==> config.mk <==
export PLATFORM = sky130hd
export DESIGN_NAME = adxl362_spi_master
export DESIGN_NICKNAME = d
export VERILOG_FILES = /design/src/rtl/adxl362_spi_master_pkg.sv /design/src/rtl/adxl362_spi_master_spi_clk_gen.sv /design/src/rtl/adxl362_spi_master.sv
export SDC_FILE = /design/constraint.sdc
export NUM_CORES = 1
export LEC_CHECK = 0
export CAP_MARGIN = 40
export CORE_MARGIN = 2
export CORE_UTILIZATION = 50
export DETAILED_ROUTE_END_ITERATION = 7
export PLACE_DENSITY = 0.68
export SKIP_LAST_GASP = 1
export SYNTH_ARGS = -nofsm -noshare
export SYNTH_HDL_FRONTEND = slang
export SYNTH_SLANG_ARGS = --single-unit
==> constraint.sdc <==
create_clock -name clk_in -period 5.9 [get_ports clk_in]
set_input_delay 1.475 -clock clk_in [delete_from_list [all_inputs] [get_ports clk_in]]
set_output_delay 1.475 -clock clk_in [all_outputs]
set_load 0.01 [all_outputs]
==> src/rtl/adxl362_spi_master_pkg.sv <==
// Shared definitions for the ADXL362 SPI master.
//  - ADXL362 instruction bytes and frequently used register addresses
//  - FSM state encoding
//  - next_tx_byte(): selects the byte shifted out at a given frame position
package adxl362_spi_master_pkg;

    localparam logic [7:0] ADXL_INSTR_WRITE = 8'h0A;
    localparam logic [7:0] ADXL_INSTR_READ  = 8'h0B;
    localparam logic [7:0] ADXL_INSTR_FIFO  = 8'h0D;

    localparam logic [7:0] DEVID_AD  = 8'h00;
    localparam logic [7:0] DEVID_MST = 8'h01;
    localparam logic [7:0] PARTID    = 8'h02;
    localparam logic [7:0] POWER_CTL = 8'h2D;
    localparam logic [7:0] XDATA_L   = 8'h0E;

    typedef enum logic [2:0] {
        ST_IDLE  = 3'd0,
        ST_SETUP = 3'd1,
        ST_XFER  = 3'd2,
        ST_HOLD  = 3'd3,
        ST_GAP   = 3'd4
    } state_t;

    // Byte index 0 (instruction) is loaded at accept time, so only indices
    // 1 and up are produced here. Everything past the address on a read is a
    // dummy 0x00 that clocks the device's reply out.
    function automatic logic [7:0] next_tx_byte(input logic [3:0] idx,
                                                input logic       is_write,
                                                input logic [7:0] addr,
                                                input logic [7:0] wr_data);
        logic [7:0] b;
        case (idx)
            4'd1:    b = addr;
            4'd2:    b = is_write ? wr_data : 8'h00;
            default: b = 8'h00;
        endcase
        return b;
    endfunction

endpackage

==> src/rtl/adxl362_spi_master_spi_clk_gen.sv <==
// SCK edge-enable generator.
//  clk_in    in  system clock
//  reset_in  in  asynchronous active-low reset
//  en        in  high while the master is in XFER; low clears the divider
//  sck_rise  out one-cycle enable: SCK should rise on this clock edge
//  sck_fall  out one-cycle enable: SCK should fall on this clock edge
// The first enable after en rises is a rise, CLK_DIV cycles later.
module spi_clk_gen #(
    parameter int CLK_DIV = 4
) (
    input  logic clk_in,
    input  logic reset_in,
    input  logic en,
    output logic sck_rise,
    output logic sck_fall
);

    localparam int CW = (CLK_DIV > 2) ? $clog2(CLK_DIV) : 1;

    logic [CW-1:0] div_r;
    logic          phase_r;
    logic          tick_s;

    assign tick_s   = en && (div_r == CW'(CLK_DIV - 1));
    assign sck_rise = tick_s && !phase_r;
    assign sck_fall = tick_s && phase_r;

    // Half-period divider; phase_r tracks whether the next tick is a fall.
    always_ff @(posedge clk_in or negedge reset_in) begin
        if (!reset_in) begin
            div_r   <= '0;
            phase_r <= 1'b0;
        end else if (!en) begin
            div_r   <= '0;
            phase_r <= 1'b0;
        end else if (tick_s) begin
            div_r   <= '0;
            phase_r <= ~phase_r;
        end else begin
            div_r   <= div_r + CW'(1);
        end
    end

endmodule

==> src/rtl/adxl362_spi_master.sv <==
// SPI master (mode 0, MSB first) for the ADXL362 accelerometer.
// Frame: instruction, address, then one write byte or 1..8 read bytes.
//  clk_in/reset_in          system clock, asynchronous active-low reset
//  start                    command strobe, accepted only while busy==0
//  cmd_write/addr/wr_data   command fields, latched on accept
//  burst_len                read byte count minus one
//  busy/done                frame in progress / one-cycle end-of-frame pulse
//  rd_data/rd_valid         received byte and its one-cycle strobe
//  sck_o/ncs_o/mosi_o/miso_i  SPI pins
module adxl362_spi_master
    import adxl362_spi_master_pkg::*;
#(
    parameter int CLK_DIV  = 4,
    parameter int CS_SETUP = 2,
    parameter int CS_HOLD  = 2,
    parameter int CS_IDLE  = 4
) (
    input  logic       clk_in,
    input  logic       reset_in,
    input  logic       start,
    input  logic       cmd_write,
    input  logic [7:0] addr,
    input  logic [7:0] wr_data,
    input  logic [2:0] burst_len,
    output logic       busy,
    output logic       done,
    output logic [7:0] rd_data,
    output logic       rd_valid,
    output logic       sck_o,
    output logic       ncs_o,
    output logic       mosi_o,
    input  logic       miso_i
);

    state_t      state_r, state_nx_s;
    logic [7:0]  cnt_r;
    logic [7:0]  cnt_limit_s;
    logic        cnt_done_s;
    logic [2:0]  bit_cnt_r;
    logic [3:0]  byte_cnt_r;
    logic [3:0]  last_idx_s;
    logic        cmd_write_r;
    logic [7:0]  addr_r;
    logic [7:0]  wr_data_r;
    logic [2:0]  burst_len_r;
    logic [7:0]  tx_r;
    logic [7:0]  rx_r;
    logic [7:0]  instr_s;
    logic [7:0]  next_byte_s;
    logic        miso_meta_r;
    logic        miso_sync_r;
    logic        sck_rise_s;
    logic        sck_fall_s;
    logic        accept_s;
    logic        frame_end_s;

    spi_clk_gen #(.CLK_DIV(CLK_DIV)) u_clk_gen (
        .clk_in   (clk_in),
        .reset_in (reset_in),
        .en       (state_r == ST_XFER),
        .sck_rise (sck_rise_s),
        .sck_fall (sck_fall_s)
    );

    assign instr_s     = cmd_write ? ADXL_INSTR_WRITE : ADXL_INSTR_READ;
    assign accept_s    = (state_r == ST_IDLE) && start && !busy;
    assign last_idx_s  = cmd_write_r ? 4'd2 : (4'd2 + {1'b0, burst_len_r});
    assign frame_end_s = sck_fall_s && (bit_cnt_r == 3'd0) && (byte_cnt_r == last_idx_s);
    assign next_byte_s = next_tx_byte(byte_cnt_r + 4'd1, cmd_write_r, addr_r, wr_data_r);
    assign cnt_done_s  = (cnt_r == cnt_limit_s);

    // Terminal count for the timed states (cycles spent in the state minus one).
    always_comb begin
        cnt_limit_s = 8'd0;
        case (state_r)
            ST_SETUP: cnt_limit_s = 8'(CS_SETUP - 1);
            ST_HOLD:  cnt_limit_s = 8'(CS_HOLD - 1);
            ST_GAP:   cnt_limit_s = 8'(CS_IDLE - 1);
            default:  cnt_limit_s = 8'd0;
        endcase
    end

    // Next-state logic.
    always_comb begin
        state_nx_s = state_r;
        case (state_r)
            ST_IDLE:  if (accept_s)    state_nx_s = ST_SETUP; else state_nx_s = ST_IDLE;
            ST_SETUP: if (cnt_done_s)  state_nx_s = ST_XFER;  else state_nx_s = ST_SETUP;
            ST_XFER:  if (frame_end_s) state_nx_s = ST_HOLD;  else state_nx_s = ST_XFER;
            ST_HOLD:  if (cnt_done_s)  state_nx_s = ST_GAP;   else state_nx_s = ST_HOLD;
            ST_GAP:   if (cnt_done_s)  state_nx_s = ST_IDLE;  else state_nx_s = ST_GAP;
            default:  state_nx_s = ST_IDLE;
        endcase
    end

    // State register.
    always_ff @(posedge clk_in or negedge reset_in) begin
        if (!reset_in) state_r <= ST_IDLE;
        else           state_r <= state_nx_s;
    end

    // Two-flop synchroniser for the asynchronous MISO pin.
    always_ff @(posedge clk_in or negedge reset_in) begin
        if (!reset_in) begin
            miso_meta_r <= 1'b0;
            miso_sync_r <= 1'b0;
        end else begin
            miso_meta_r <= miso_i;
            miso_sync_r <= miso_meta_r;
        end
    end

    // Datapath: command latch, shift registers, counters and pin registers.
    always_ff @(posedge clk_in or negedge reset_in) begin
        if (!reset_in) begin
            busy        <= 1'b0;
            done        <= 1'b0;
            rd_data     <= 8'h00;
            rd_valid    <= 1'b0;
            sck_o       <= 1'b0;
            ncs_o       <= 1'b1;
            mosi_o      <= 1'b0;
            cnt_r       <= 8'd0;
            bit_cnt_r   <= 3'd7;
            byte_cnt_r  <= 4'd0;
            cmd_write_r <= 1'b0;
            addr_r      <= 8'h00;
            wr_data_r   <= 8'h00;
            burst_len_r <= 3'd0;
            tx_r        <= 8'h00;
            rx_r        <= 8'h00;
        end else begin
            done     <= 1'b0;
            rd_valid <= 1'b0;
            case (state_r)
                ST_IDLE: begin
                    cnt_r <= 8'd0;
                    if (accept_s) begin
                        cmd_write_r <= cmd_write;
                        addr_r      <= addr;
                        wr_data_r   <= wr_data;
                        burst_len_r <= burst_len;
                        busy        <= 1'b1;
                        ncs_o       <= 1'b0;
                        mosi_o      <= instr_s[7];
                        tx_r        <= {instr_s[6:0], 1'b0};
                        bit_cnt_r   <= 3'd7;
                        byte_cnt_r  <= 4'd0;
                    end
                end
                ST_SETUP: begin
                    cnt_r <= cnt_done_s ? 8'd0 : cnt_r + 8'd1;
                end
                ST_XFER: begin
                    if (sck_rise_s) begin
                        sck_o <= 1'b1;
                        rx_r  <= {rx_r[6:0], miso_sync_r};
                    end else if (sck_fall_s) begin
                        sck_o <= 1'b0;
                        if (bit_cnt_r == 3'd0) begin
                            // Bytes past the address on a read carry device data.
                            if (!cmd_write_r && (byte_cnt_r >= 4'd2)) begin
                                rd_data  <= rx_r;
                                rd_valid <= 1'b1;
                            end
                            if (byte_cnt_r == last_idx_s) begin
                                mosi_o <= 1'b0;
                            end else begin
                                byte_cnt_r <= byte_cnt_r + 4'd1;
                                bit_cnt_r  <= 3'd7;
                                mosi_o     <= next_byte_s[7];
                                tx_r       <= {next_byte_s[6:0], 1'b0};
                            end
                        end else begin
                            bit_cnt_r <= bit_cnt_r - 3'd1;
                            mosi_o    <= tx_r[7];
                            tx_r      <= {tx_r[6:0], 1'b0};
                        end
                    end
                end
                ST_HOLD: begin
                    if (cnt_done_s) begin
                        cnt_r <= 8'd0;
                        ncs_o <= 1'b1;
                        done  <= 1'b1;
                    end else begin
                        cnt_r <= cnt_r + 8'd1;
                    end
                end
                ST_GAP: begin
                    if (cnt_done_s) begin
                        cnt_r <= 8'd0;
                        busy  <= 1'b0;
                    end else begin
                        cnt_r <= cnt_r + 8'd1;
                    end
                end
                default: begin
                    sck_o <= 1'b0;
                    ncs_o <= 1'b1;
                    busy  <= 1'b0;
                    cnt_r <= 8'd0;
                end
            endcase
        end
    end

endmodule
# ---- Yosys cells after proc, flatten, opt, wreduce, memory -nomap -nowiden
# Index checks and enable logic that the tools add are counted.
dict set report totals {
  inputBits 24
  reg_bits 73
}
dict set report classes {
  eq_ne 19
  addsub 5
  n_mux 57
  n_lt_le_gt_ge 1
  n_reduce_logical 28
  bitwise 5
}
# operator n
set ops {}
lappend ops {{2-to-1 mux 8 bit} 7}
lappend ops {{case mux 8 bit (2 select lines)} 3}
lappend ops {{2-to-1 mux 4 bit} 6}
lappend ops {{2-to-1 mux 1 bit} 23}
lappend ops {{2-to-1 mux 3 bit} 7}
lappend ops {{!= test 2 bit, second input constant} 8}
lappend ops {{case mux 3 bit (5 select lines)} 1}
lappend ops {{AND reduction 5 bit} 2}
lappend ops {{OR reduction 3 bit} 3}
lappend ops {{adder 8 x 1 -> 8 bit, second input constant} 1}
lappend ops {{== test 8 bit} 1}
lappend ops {{logical AND 1 bit} 8}
lappend ops {{case mux 4 bit (2 select lines)} 1}
lappend ops {{== test 3 x 2 -> 1 bit, second input constant} 2}
lappend ops {{zero test 3 bit} 2}
lappend ops {{2-to-1 mux 2 bit} 3}
lappend ops {{!= test 3 bit, second input constant} 2}
lappend ops {{case mux 1 bit (3 select lines)} 2}
lappend ops {{case mux 3 bit (2 select lines)} 1}
lappend ops {{AND reduction 2 bit} 3}
lappend ops {{AND reduction 3 bit} 2}
lappend ops {{AND reduction 6 bit} 1}
lappend ops {{NOT 1 bit} 5}
lappend ops {{adder 2 x 3 -> 4 bit, first input constant} 1}
lappend ops {{17 further kinds} 20}

# ---- Depth between registers and ports, before layout
# Gate-level depths: netlist of the first run.
dict set report depth {
  ltp_word 8
  depth_mapped 9
  depth_no_buf 7
}

# ---- By module
# From an unflattened synthesis of the first run, not the netlist that was laid out.
dict set report unflattened {
  hier_cells 314
  area_unflattened_um2 3608.5
}
# module n_inst area_per_inst_um2 cells_each
set modules_own_cells {}
lappend modules_own_cells {adxl362_spi_master 1 3473.3 303}
lappend modules_own_cells {spi_clk_gen 1 135.1 11}

# ---- Worst setup path after synthesis of the first run
# Ideal clock, no wire load.
dict set report synth_path {
  kind {input -> register}
  from {in start}
  to {reg tx_r[1]}
  slack_ns 3.346
  required_time_ns 5.773
  stages 5
  arrival_ns 2.427
  setup_time_ns 0.127
  path_buffers 1
  cell_sequence {nand2_1 -> a211o_1 -> a21o_1 -> buf_6 -> mux2_1}
}
dict set report synth_between {
  elab_chain_len 4
}
# element line_no
set synth_rtl {}
lappend synth_rtl {{start, declared} adxl362_spi_master.sv:20} ;# input logic start,
lappend synth_rtl {{logical AND 1 bit (2 in a row)} adxl362_spi_master.sv:66} ;# assign accept_s = (state_r == ST_IDLE) && start && !busy;
lappend synth_rtl {{!= test 2 bit (no line)} n/a}
lappend synth_rtl {{AND reduction 5 bit (no line)} n/a}
lappend synth_rtl {{end signal, assigned} adxl362_spi_master.sv:146} ;# tx_r <= {instr_s[6:0], 1'b0};
lappend synth_rtl {{end signal, assigned} adxl362_spi_master.sv:172} ;# tx_r <= {next_byte_s[6:0], 1'b0};
lappend synth_rtl {{end signal, assigned} adxl362_spi_master.sv:177} ;# tx_r <= {tx_r[6:0], 1'b0};
lappend synth_rtl {{end, declared} adxl362_spi_master.sv:46} ;# logic [7:0] tx_r;
# No other way between the ends.
# A chain may end at the register's enable or synchronous reset.

# ---- Worst setup path in the final report of the first run
dict set report layout_path {
  from {reg ncs_o}
  to {out ncs_o}
}
# element line_no
set layout_rtl {}
lappend layout_rtl {{start, declared} adxl362_spi_master.sv:30} ;# output logic ncs_o,
lappend layout_rtl {{start signal, assigned} adxl362_spi_master.sv:121} ;# ncs_o <= 1'b1;
lappend layout_rtl {{start signal, assigned} adxl362_spi_master.sv:144} ;# ncs_o <= 1'b0;
lappend layout_rtl {{start signal, assigned} adxl362_spi_master.sv:184} ;# ncs_o <= 1'b1;
# No word-level cell between the ends.

==> results.sh, run 1 <==
export IMPL_cts_tree="yes"
export IMPL_synth_top_family_by_area="compound AO/OA/AOI/OAI gates"
export IMPL_via_count=2520
export IMPL_hold_viol=0
export IMPL_start_util=0.520
export IMPL_p_int_mw=0.755
export IMPL_finalWeightedCongestion=0.817
export IMPL_routed_wl_um=6850
export IMPL_r2r_worst_path_cells=6
export IMPL_slew_headroom=0.434
export IMPL_sw_frac_of_total=0.225
export IMPL_crit_path_max_fanout=2
export IMPL_maxSlewViolCount=0
export IMPL_min_from="miso_meta_r"
export IMPL_synth_area_top_cells="dfrtp_1 48%, mux2_2 8.9%, ha_1 3.2%, dfstp_2 3.0%, mux2_1 2.9%"
export IMPL_final_core_util=0.620
export IMPL_rsz0062_at_grt="false"
export IMPL_synthesis_area_mm2=0.00355
export IMPL_ir_drop_uv=216
export IMPL_firstDrtPassIters=4
export IMPL_pwr_share_clk=0.461
export IMPL_synth_edf_count=0
export IMPL_routed_via_density=5.58
export IMPL_synth_ff_type="dfrtp_1"
export IMPL_fp_row_count=30
export IMPL_regToRegStartpoint="burst_len_r[1]"
export IMPL_synthAdderAreaFrac=0.0317
export IMPL_hold_depth=0
export IMPL_clk_pin_slew_ns=0.08
export IMPL_slowest_stage="dfstp_2"
export IMPL_synthMuxAreaShare=0.123
export IMPL_cts_root_buf="clkbuf_8"
export IMPL_synth_cell_types=56
export IMPL_comb_power_share=0.029
export IMPL_cp_cell_sequence="clkdlybuf4s50_1"
export IMPL_crit_family="flip-flops"
export IMPL_fin_worst_skew_ns=0.00892
export IMPL_synth_most_common_cell="dfrtp_1"
export IMPL_critPathBufInv=1
export IMPL_n_antenna_cell=0
export IMPL_powerDensity_mw_per_mm2=230
export IMPL_syn_avg_cell_area_um2=11.3
export IMPL_die_height_um=88.3
export IMPL_cts_sinks=72
export IMPL_clockBufferDepth=2
export IMPL_dp_hpwl_um=4750
export IMPL_grt_usage=0.198
export IMPL_cts_setup_buffers=0
export IMPL_ys_warnings_count=0
export IMPL_clock_latency_ns=0.35
export IMPL_synth_top_cells_by_count="68 x dfrtp_1, 28 x mux2_2, 25 x nand2_1, 20 x nor2_1, 11 x inv_1"
export IMPL_synthSimpleGateAreaFrac=0.136
export IMPL_synth_seq_cells=72
export IMPL_worstSetupPathType="register to output port"
export IMPL_synth_compound_area_frac=0.151
export IMPL_whs_ns=0.358
export IMPL_hold_end="miso_sync_r"
export IMPL_synth_top_area_share=0.479
export IMPL_r2r_slack_ns=3.64
export IMPL_fin_setup_tns_ns=0
export IMPL_synth_xor_area_share=0.0173
export IMPL_worst_slew_pin_slew_ns=0.839
export IMPL_grt_pass1_wl_um=12000
export IMPL_cellLeakagePower_nw=1.94
export IMPL_setup_worst_path_end_class="output port"
export IMPL_instances_no_fill=452
export IMPL_post_cts_resize_count=0
export IMPL_fp_coreArea_mm2=0.00683
export IMPL_arrival_ns=1.44
export IMPL_min_period_ns=2.91
export IMPL_synthArstFlopShare=1.00
export IMPL_filler_cell_count=557
export IMPL_grt_pass1_vias=2558
export IMPL_seqPwrFrac=0.511
export IMPL_finalSetupViolCount=0
export IMPL_layout_nets=384
export IMPL_yosysTopAreaCell="dfrtp_1"
export IMPL_postRouteAntennaNets=0
export IMPL_numPlacedInstances=436
export IMPL_drt_iter0_drc=133
export IMPL_die_area_mm2=0.00779
export IMPL_holdBufCountCts=0
export IMPL_synth_nets=348
export IMPL_worstSetupStartpointType="register"
export IMPL_critPathRequiredTime_ns=4.43
export IMPL_placement_io_buffers=37
export IMPL_syn_inst=315
export IMPL_cap_violations=0
export IMPL_r2r_end="tx_r[1]"
export IMPL_ios=38
export IMPL_h_tree_depth=3
export IMPL_wl_per_cell_um=15.1
export IMPL_cp_slowest_stage_delay_ns=0.55
export IMPL_antenna_found_initial=0
export IMPL_syn_to_final_growth_pct=19.2
export IMPL_drive_above_1_share=0.183
export IMPL_switching_power_mw=0.219
export IMPL_fmax_mhz=343
export IMPL_hp_class="register to register"
export IMPL_die_x_um=88.3
export IMPL_grt_overflow=0
export IMPL_ys_seq_area_frac=0.509
export IMPL_grt_start_max_net_pins=42
export IMPL_status="finished, final reports clean"
export IMPL_final_period_utilization=0.494
export IMPL_drc=0
export IMPL_cts_buffers_inserted=9
==> worst max path at each step <==
stage | start | to | slack (ns) | cells after the start
finish | ncs_o | ncs_o | 2.99 | 1
global route | ncs_o | ncs_o | 2.96 | 1
floorplan | start | tx_r[1] | 3.35 | 5
CTS | ncs_o | ncs_o | 2.96 | 1
detailed placement | start | tx_r[1] | 2.68 | 5
global placement | start | addr_r[5] | 2.43 | 3
==> cells in the final DEF, fill, tap and decap left out, types with 4 or more instances in the layout <==
cell type        Yosys  final
dfstp_2              4      4
o21ai_0              9      9
o22ai_1              6      6
mux2_1               9      9
nand3_1             10     10
a22o_1               6      6
or3_1                5      5
inv_1               11     11
mux2_2              28     28
clkdlybuf4s50_1      0     36
nand2_1             25     25
a31oi_1              6      6
clkbuf_8             0      9
xor2_1               4      4
dfrtp_1             68     68
nor3_1               4      4
a21oi_1              7      7
o31ai_1              5      5
ha_1                 9      9
nor2b_1              4      4
nor2_1              20     20
a22oi_1              9      9
==> stage by stage <==
stage | power [mW] | worst slack (ns) | area (um^2)
after floorplan | 0.509 | 3.35 | 3550
after global placement | 0.534 | 2.43 | 3970
after detailed placement | 0.537 | 2.68 | 4010
after CTS | 0.985 | 2.96 | 4230
after global routing | 1.01 | 2.96 | 4230
final | 0.974 | 2.99 | 4230
==> power by group through the flow <==
stage          Clock, mW  Combinational [mW]  Sequential (mW)
3_3_place_gp           0              0.0274            0.507
4_1_cts            0.458              0.0293            0.497
6_report           0.449              0.0282            0.497
3_5_place_dp           0              0.0293            0.507
5_1_grt            0.481              0.0318            0.498
2_1_floorplan          0             0.00204            0.507
==> per-layer routing <==
metal	up-vias	part of all wire	track usage
met5	-	0	0
met4	0	0.023	0.0964
met3	12	0.031	0.0354
met2	43	0.48	0.312
met1	1242	0.47	0.268
li1	1223	-	-
==> worst reg2reg max path, stage by stage, from the launching register on <==
cell     delay (ns)
dfrtp_1        0.42
ha_1           0.35
xor2_1         0.17
o22ai_1        0.25
o22a_2         0.26
a21o_1         0.34
mux2_1         0.36
==> registers in the layout (all words and copies together), names as in the netlist <==
| register | cells |
|---|---|
| state_r | 3 |
| mosi_o | 1 |
| miso_meta_r | 1 |
| byte_cnt_r | 4 |
| rx_r | 8 |
| busy | 1 |
| ncs_o | 1 |
| burst_len_r | 3 |
| u_clk_gen.div_r | 2 |
| rd_data | 8 |
| u_clk_gen.phase_r | 1 |
| done | 1 |
| rd_valid | 1 |
| cnt_r | 8 |
| tx_r | 7 |
| wr_data_r | 8 |
| cmd_write_r | 1 |
| sck_o | 1 |
| addr_r | 8 |
| miso_sync_r | 1 |
| bit_cnt_r | 3 |
==> layout make-up <==
type	count	area, um^2	area share
Sequential cell	72	1810	0.427
Multi-Input combinational cell	217	1630	0.385
Timing Repair Buffer	40	408	0.0964
Clock buffer	9	124	0.0293
Tap cell	96	120	0.0284
Clock inverter	7	103	0.0242
Inverter	11	41.3	0.00975
==> cells by family after synthesis <==
family | Yosys count
muxes | 39
AOI/OAI and AO/OA | 70
adders and majority gates | 9
xor gates and xnor gates | 7
DFF | 72
and+or+nand+nor | 92
buffers and inverters | 26
(Power assumes the default switching activity.)
==> run 2, diff against run 1 <==
Settings changed: PLACE_DENSITY 0.68 to 0.71.
Clock period 5.9 ns to 2.4 ns, I/O delays scaled along.
==> run 2 against run 1 <==
Net effect:
- clock power rose to 2.6 times the previous value
- clock skew is 0.0011 ns lower
- worst hold slack got worse by 0.12 ns
- clock-buffer cell count increased by 1
- non-clock buffer count is 11 higher
- via count rose by 1.5%
- register-to-register slack got worse by 3.5 ns
- first-iteration DRC count is 0.75% lower
- sequential share of layout area down 0.83 points
- total power increased to 2.5 times the previous value
- routed wire length up 5.8%
- critical path type is now register to register
- critical endpoint is now rd_data[4]
- largest cell class unchanged
==> results.sh, run 2 (synthesized netlist as in run 1, its figures left out) <==
export IMPL_postRouteAntennaNets=0
export IMPL_cts_buffers_inserted=9
export IMPL_fmax_mhz=452
export IMPL_clockBufferDepth=2
export IMPL_comb_power_share=0.029
export IMPL_clock_latency_ns=0.36
export IMPL_antenna_found_initial=0
export IMPL_die_area_mm2=0.00779
export IMPL_fp_coreArea_mm2=0.00683
export IMPL_n_antenna_cell=0
export IMPL_final_common_cell="dfrtp_1"
export IMPL_p_int_mw=1.89
export IMPL_fin_worst_skew_ns=0.00784
export IMPL_cts_sinks=72
export IMPL_final_period_utilization=0.922
export IMPL_switching_power_mw=0.550
export IMPL_sw_frac_of_total=0.225
export IMPL_fin_setup_tns_ns=0
export IMPL_cap_violations=0
export IMPL_wl_per_cell_um=15.7
export IMPL_grt_start_max_net_pins=34
export IMPL_slew_headroom=0.605
export IMPL_pwr_share_clk=0.470
export IMPL_layout_nets=395
export IMPL_worstSetupPathType="register to register"
export IMPL_fp_row_count=30
export IMPL_cellLeakagePower_nw=2.00
export IMPL_drc=0
export IMPL_grt_usage=0.214
export IMPL_crit_path_max_fanout=9
export IMPL_rsz0062_at_grt="false"
export IMPL_seqPwrFrac=0.501
export IMPL_arrival_ns=2.46
export IMPL_routed_via_density=5.52
export IMPL_clk_pin_slew_ns=0.09
export IMPL_cts_setup_buffers=0
export IMPL_dp_hpwl_um=5130
export IMPL_hold_viol=0
export IMPL_post_cts_resize_count=0
export IMPL_start_util=0.520
export IMPL_critPathRequiredTime_ns=2.64
export IMPL_die_x_um=88.3
export IMPL_maxSlewViolCount=0
export IMPL_die_height_um=88.3
export IMPL_status="finished, final reports clean"
export IMPL_via_count=2557
export IMPL_syn_to_final_growth_pct=21.6
export IMPL_routed_wl_um=7250
export IMPL_worst_slew_pin_slew_ns=0.592
export IMPL_cts_root_buf="clkbuf_8"
export IMPL_placement_io_buffers=37
export IMPL_powerDensity_mw_per_mm2=565
export IMPL_setup_worst_path_end_class="register"
export IMPL_grt_pass1_wl_um=12700
export IMPL_h_tree_depth=3
export IMPL_cts_tree="yes"
export IMPL_numPlacedInstances=447
export IMPL_drive_above_1_share=0.207
export IMPL_r2r_worst_path_cells=6
export IMPL_r2r_end="rd_data[4]"
export IMPL_instances_no_fill=463
export IMPL_ios=38
export IMPL_ir_drop_uv=416
export IMPL_firstDrtPassIters=4
export IMPL_final_core_util=0.632
export IMPL_finalWeightedCongestion=0.794
export IMPL_hp_class="primary input to async pin"
export IMPL_finalSetupViolCount=0
export IMPL_grt_pass1_vias=2689
export IMPL_min_period_ns=2.21
export IMPL_worstSetupStartpointType="register"
export IMPL_drt_iter0_drc=132
export IMPL_regToRegStartpoint="bit_cnt_r[0]"
export IMPL_grt_overflow=0
export IMPL_holdBufCountCts=0
export IMPL_r2r_slack_ns=0.19
export IMPL_layout_common_cells="68 x dfrtp_1, 36 x clkdlybuf4s50_1, 28 x mux2_2"
[run 2: final cells by class]
class / count / area (um^2)
Fill cell: 559 / 2510
Sequential cell: 72 / 1810
Multi-Input combinational cell: 217 / 1630
Timing Repair Buffer: 51 / 483
Clock buffer: 10 / 138
Tap cell: 96 / 120
Clock inverter: 6 / 97.6
Inverter: 11 / 41.3
[run 2: worst max-delay path by stage]
stage	from	cells past startpoint	end	slack, ns
after global placement	start	5	tx_r[1]	0.14
after floorplan	byte_cnt_r[1]	7	tx_r[1]	0.47
final	bit_cnt_r[0]	6	rd_data[4]	0.19
after CTS	bit_cnt_r[0]	6	rd_data[4]	0.17
after detailed placement	start	5	tx_r[1]	0.12
after global routing	bit_cnt_r[0]	6	rd_data[3]	0.06
[run 2: stage by stage]
step	hold slack [ns]	area (um^2)	power, mW	setup slack (ns)
final	0.237	4320	2.44	0.187
after global routing	0.281	4320	2.52	0.0552
after CTS	0.247	4320	2.45	0.167
after detailed placement	0.336	4080	1.32	0.122
after global placement	0.333	4080	1.32	0.144
after floorplan	0.304	3550	1.25	0.466
[run 2: layer usage]
layer  track usage  wire length (um)
met1         0.284              3400
met2         0.352              3530
met3        0.0308               203
met4        0.0909               109
met5             0                 0
[run 2: worst max-delay path: stages, from the launching register on]
cell and delay (ns):
dfstp_2 0.38, inv_1 0.08, ha_1 0.19, nor2b_1 0.41, nand2_1 0.19, a211o_1 0.48
mux2_1 0.38
[run 2: power groups by stage]
stage	combinational (mW)	clock [mW]	sequential [mW]
floorplan	0.00502	0	1.25
global placement	0.0713	0	1.25
detailed placement	0.0725	0	1.25
CTS	0.0729	1.16	1.22
global route	0.0789	1.22	1.22
finish	0.0702	1.15	1.22
==> run 3, diff against run 2 <==
Settings changed: PLACE_DENSITY 0.71 to 0.68, SETUP_SLACK_MARGIN from default to 0.1, SLEW_MARGIN from default to 25.
Clock period 2.4 ns to 2.15 ns, I/O delays scaled along.
==> run 3 against run 2 <==
Net effect:
- first-iteration DRC count fell by 8.3%
- flip-flop and latch count did not move
- critical path type unchanged
- largest cell class unchanged
- global-route usage fell by 1.2 points
- critical endpoint is now tx_r[1]
==> results.sh, run 3 (synthesized netlist as in run 1, its figures left out) <==
export IMPL_clk_pin_slew_ns=0.08
export IMPL_via_count=2583
export IMPL_fp_row_count=30
export IMPL_regArea_mm2=0.00181
export IMPL_whs_ns=0.122
export IMPL_grt_pass1_wl_um=12200
export IMPL_dp_slack_ns=-0.0261
export IMPL_ir_drop_uv=424
export IMPL_arrival_ns=2.19
export IMPL_finalSetupViolCount=0
export IMPL_finalWeightedCongestion=0.799
export IMPL_die_height_um=88.3
export IMPL_layout_nets=400
export IMPL_multi_input_area_mm2=0.00165
export IMPL_grt_pass1_vias=2581
export IMPL_final_core_util=0.638
export IMPL_drc=0
export IMPL_r2r_worst_path_cells=6
export IMPL_routed_wl_um=7110
export IMPL_cap_violations=0
export IMPL_final_period_utilization=0.910
export IMPL_r2r_end="tx_r[1]"
export IMPL_layout_common_cells="68 x dfrtp_1, 36 x clkdlybuf4s50_1, 28 x mux2_2"
export IMPL_instances_no_fill=468
export IMPL_die_x_um=88.3
export IMPL_powerDensity_mw_per_mm2=585
export IMPL_worstSetupPathType="register to register"
export IMPL_r2r_slack_ns=0.19
export IMPL_fp_coreArea_mm2=0.00683
export IMPL_ios=38
export IMPL_cts_root_buf="clkbuf_8"
export IMPL_worst_slew_pin_slew_ns=0.527
export IMPL_final_common_cell="dfrtp_1"
export IMPL_rsz0062_at_grt="false"
export IMPL_h_tree_depth=3
export IMPL_worstSetupStartpointType="register"
export IMPL_setup_worst_path_end_class="register"
export IMPL_clock_latency_ns=0.35
export IMPL_grt_usage=0.202
export IMPL_stdcell_area_mm2=0.00436
export IMPL_die_area_mm2=0.00779
export IMPL_finalWorstSetupSlack_ns=0.194
export IMPL_antenna_found_initial=0
export IMPL_syn_to_final_growth_pct=22.7
export IMPL_placement_io_buffers=37
export IMPL_cts_tree="yes"
export IMPL_cts_sinks=72
export IMPL_hp_class="primary input to async pin"
export IMPL_wl_per_cell_um=15.2
export IMPL_cts_buffers_inserted=9
export IMPL_status="finished, final reports clean"
export IMPL_dp_hpwl_um=5030
export IMPL_start_util=0.520
export IMPL_fin_worst_skew_ns=0.00789
export IMPL_hold_viol=0
export IMPL_cellLeakagePower_nw=2.01
export IMPL_drt_iter0_drc=121
export IMPL_clockBufferDepth=2
export IMPL_firstDrtPassIters=4
export IMPL_filler_cell_count=566
export IMPL_slew_headroom=0.649
export IMPL_postRouteAntennaNets=0
export IMPL_maxSlewViolCount=0
export IMPL_regToRegStartpoint="burst_len_r[1]"
export IMPL_crit_path_max_fanout=9
export IMPL_drive_above_1_share=0.231
export IMPL_fmax_mhz=511
export IMPL_numPlacedInstances=452
export IMPL_grt_overflow=0
export IMPL_min_period_ns=1.96
export IMPL_place_area_mm2=0.00413
export IMPL_holdBufCountCts=0
export IMPL_grt_start_max_net_pins=56
export IMPL_n_antenna_cell=0
export IMPL_critPathRequiredTime_ns=2.38
export IMPL_routed_via_density=5.52
==> run 3: cell types whose count changed in the layout (fill, tap and decap cells not counted), sizes merged <==
cell | before | now
bufinv | 2 | 1
clkinv | 1 | 2
clkinvlp | 0 | 2
buf | 15 | 20
inv | 14 | 12
==> run 3: power by group <==
| part | internal [mW] | switching, mW | leakage [nW] |
|---|---|---|---|
| logic | 0.0434 | 0.0328 | 1.00 |
| registers | 1.36 | 0.00410 | 0.914 |
| clock network | 0.571 | 0.533 | 0.0989 |
| total | 1.98 | 0.570 | 2.01 |
==> run 3: worst max-delay path: stages (launching register included) <==
cell	delay [ns]
dfrtp_1	0.38
ha_1	0.33
xor2_1	0.20
o22ai_2	0.10
o22a_2	0.23
a21o_2	0.26
mux2_1	0.33
==> run 3: timing repair <==
item / in CTS / in global routing
resized for setup: 1 / 4
setup buffers: 0 / 0
setup endpoints to repair: 1 / 13
==> run 3: routing by layer <==
| layer | global-route usage | vias to the layer above | wire length [um] |
|---|---|---|---|
| li1 | - | 1257 | - |
| met2 | 0.323 | 39 | 3470 |
| met1 | 0.278 | 1281 | 3350 |
| met5 | 0 | - | 0 |
| met3 | 0.0522 | 6 | 235 |
| met4 | 0.0482 | 0 | 57 |
==> run 3: layout make-up <==
cell class | instances | share of cell area
Multi-Input combinational cell | 217 | 0.379
Timing Repair Buffer | 56 | 0.122
Inverter | 11 | 0.00948
Tap cell | 96 | 0.0276
Clock buffer | 10 | 0.0316
Clock inverter | 6 | 0.0155
Sequential cell | 72 | 0.415
==> run 3: stage by stage <==
stage	total power, mW	TNS, ns
after CTS	2.58	0
after global routing	2.65	0
after detailed placement	1.47	-0.0261
final	2.55	0
after global placement	1.47	-0.0174
after floorplan	1.40	0
==> run 3: worst max path at each step <==
stage                         startpoint          to  depth (start not counted)
after floorplan            byte_cnt_r[1]     tx_r[1]                          7
after global placement             start     tx_r[1]                          5
after detailed placement           start     tx_r[1]                          5
after CTS                 burst_len_r[1]     tx_r[1]                          6
after global routing        bit_cnt_r[1]  rd_data[0]                          6
final                     burst_len_r[1]     tx_r[1]                          6
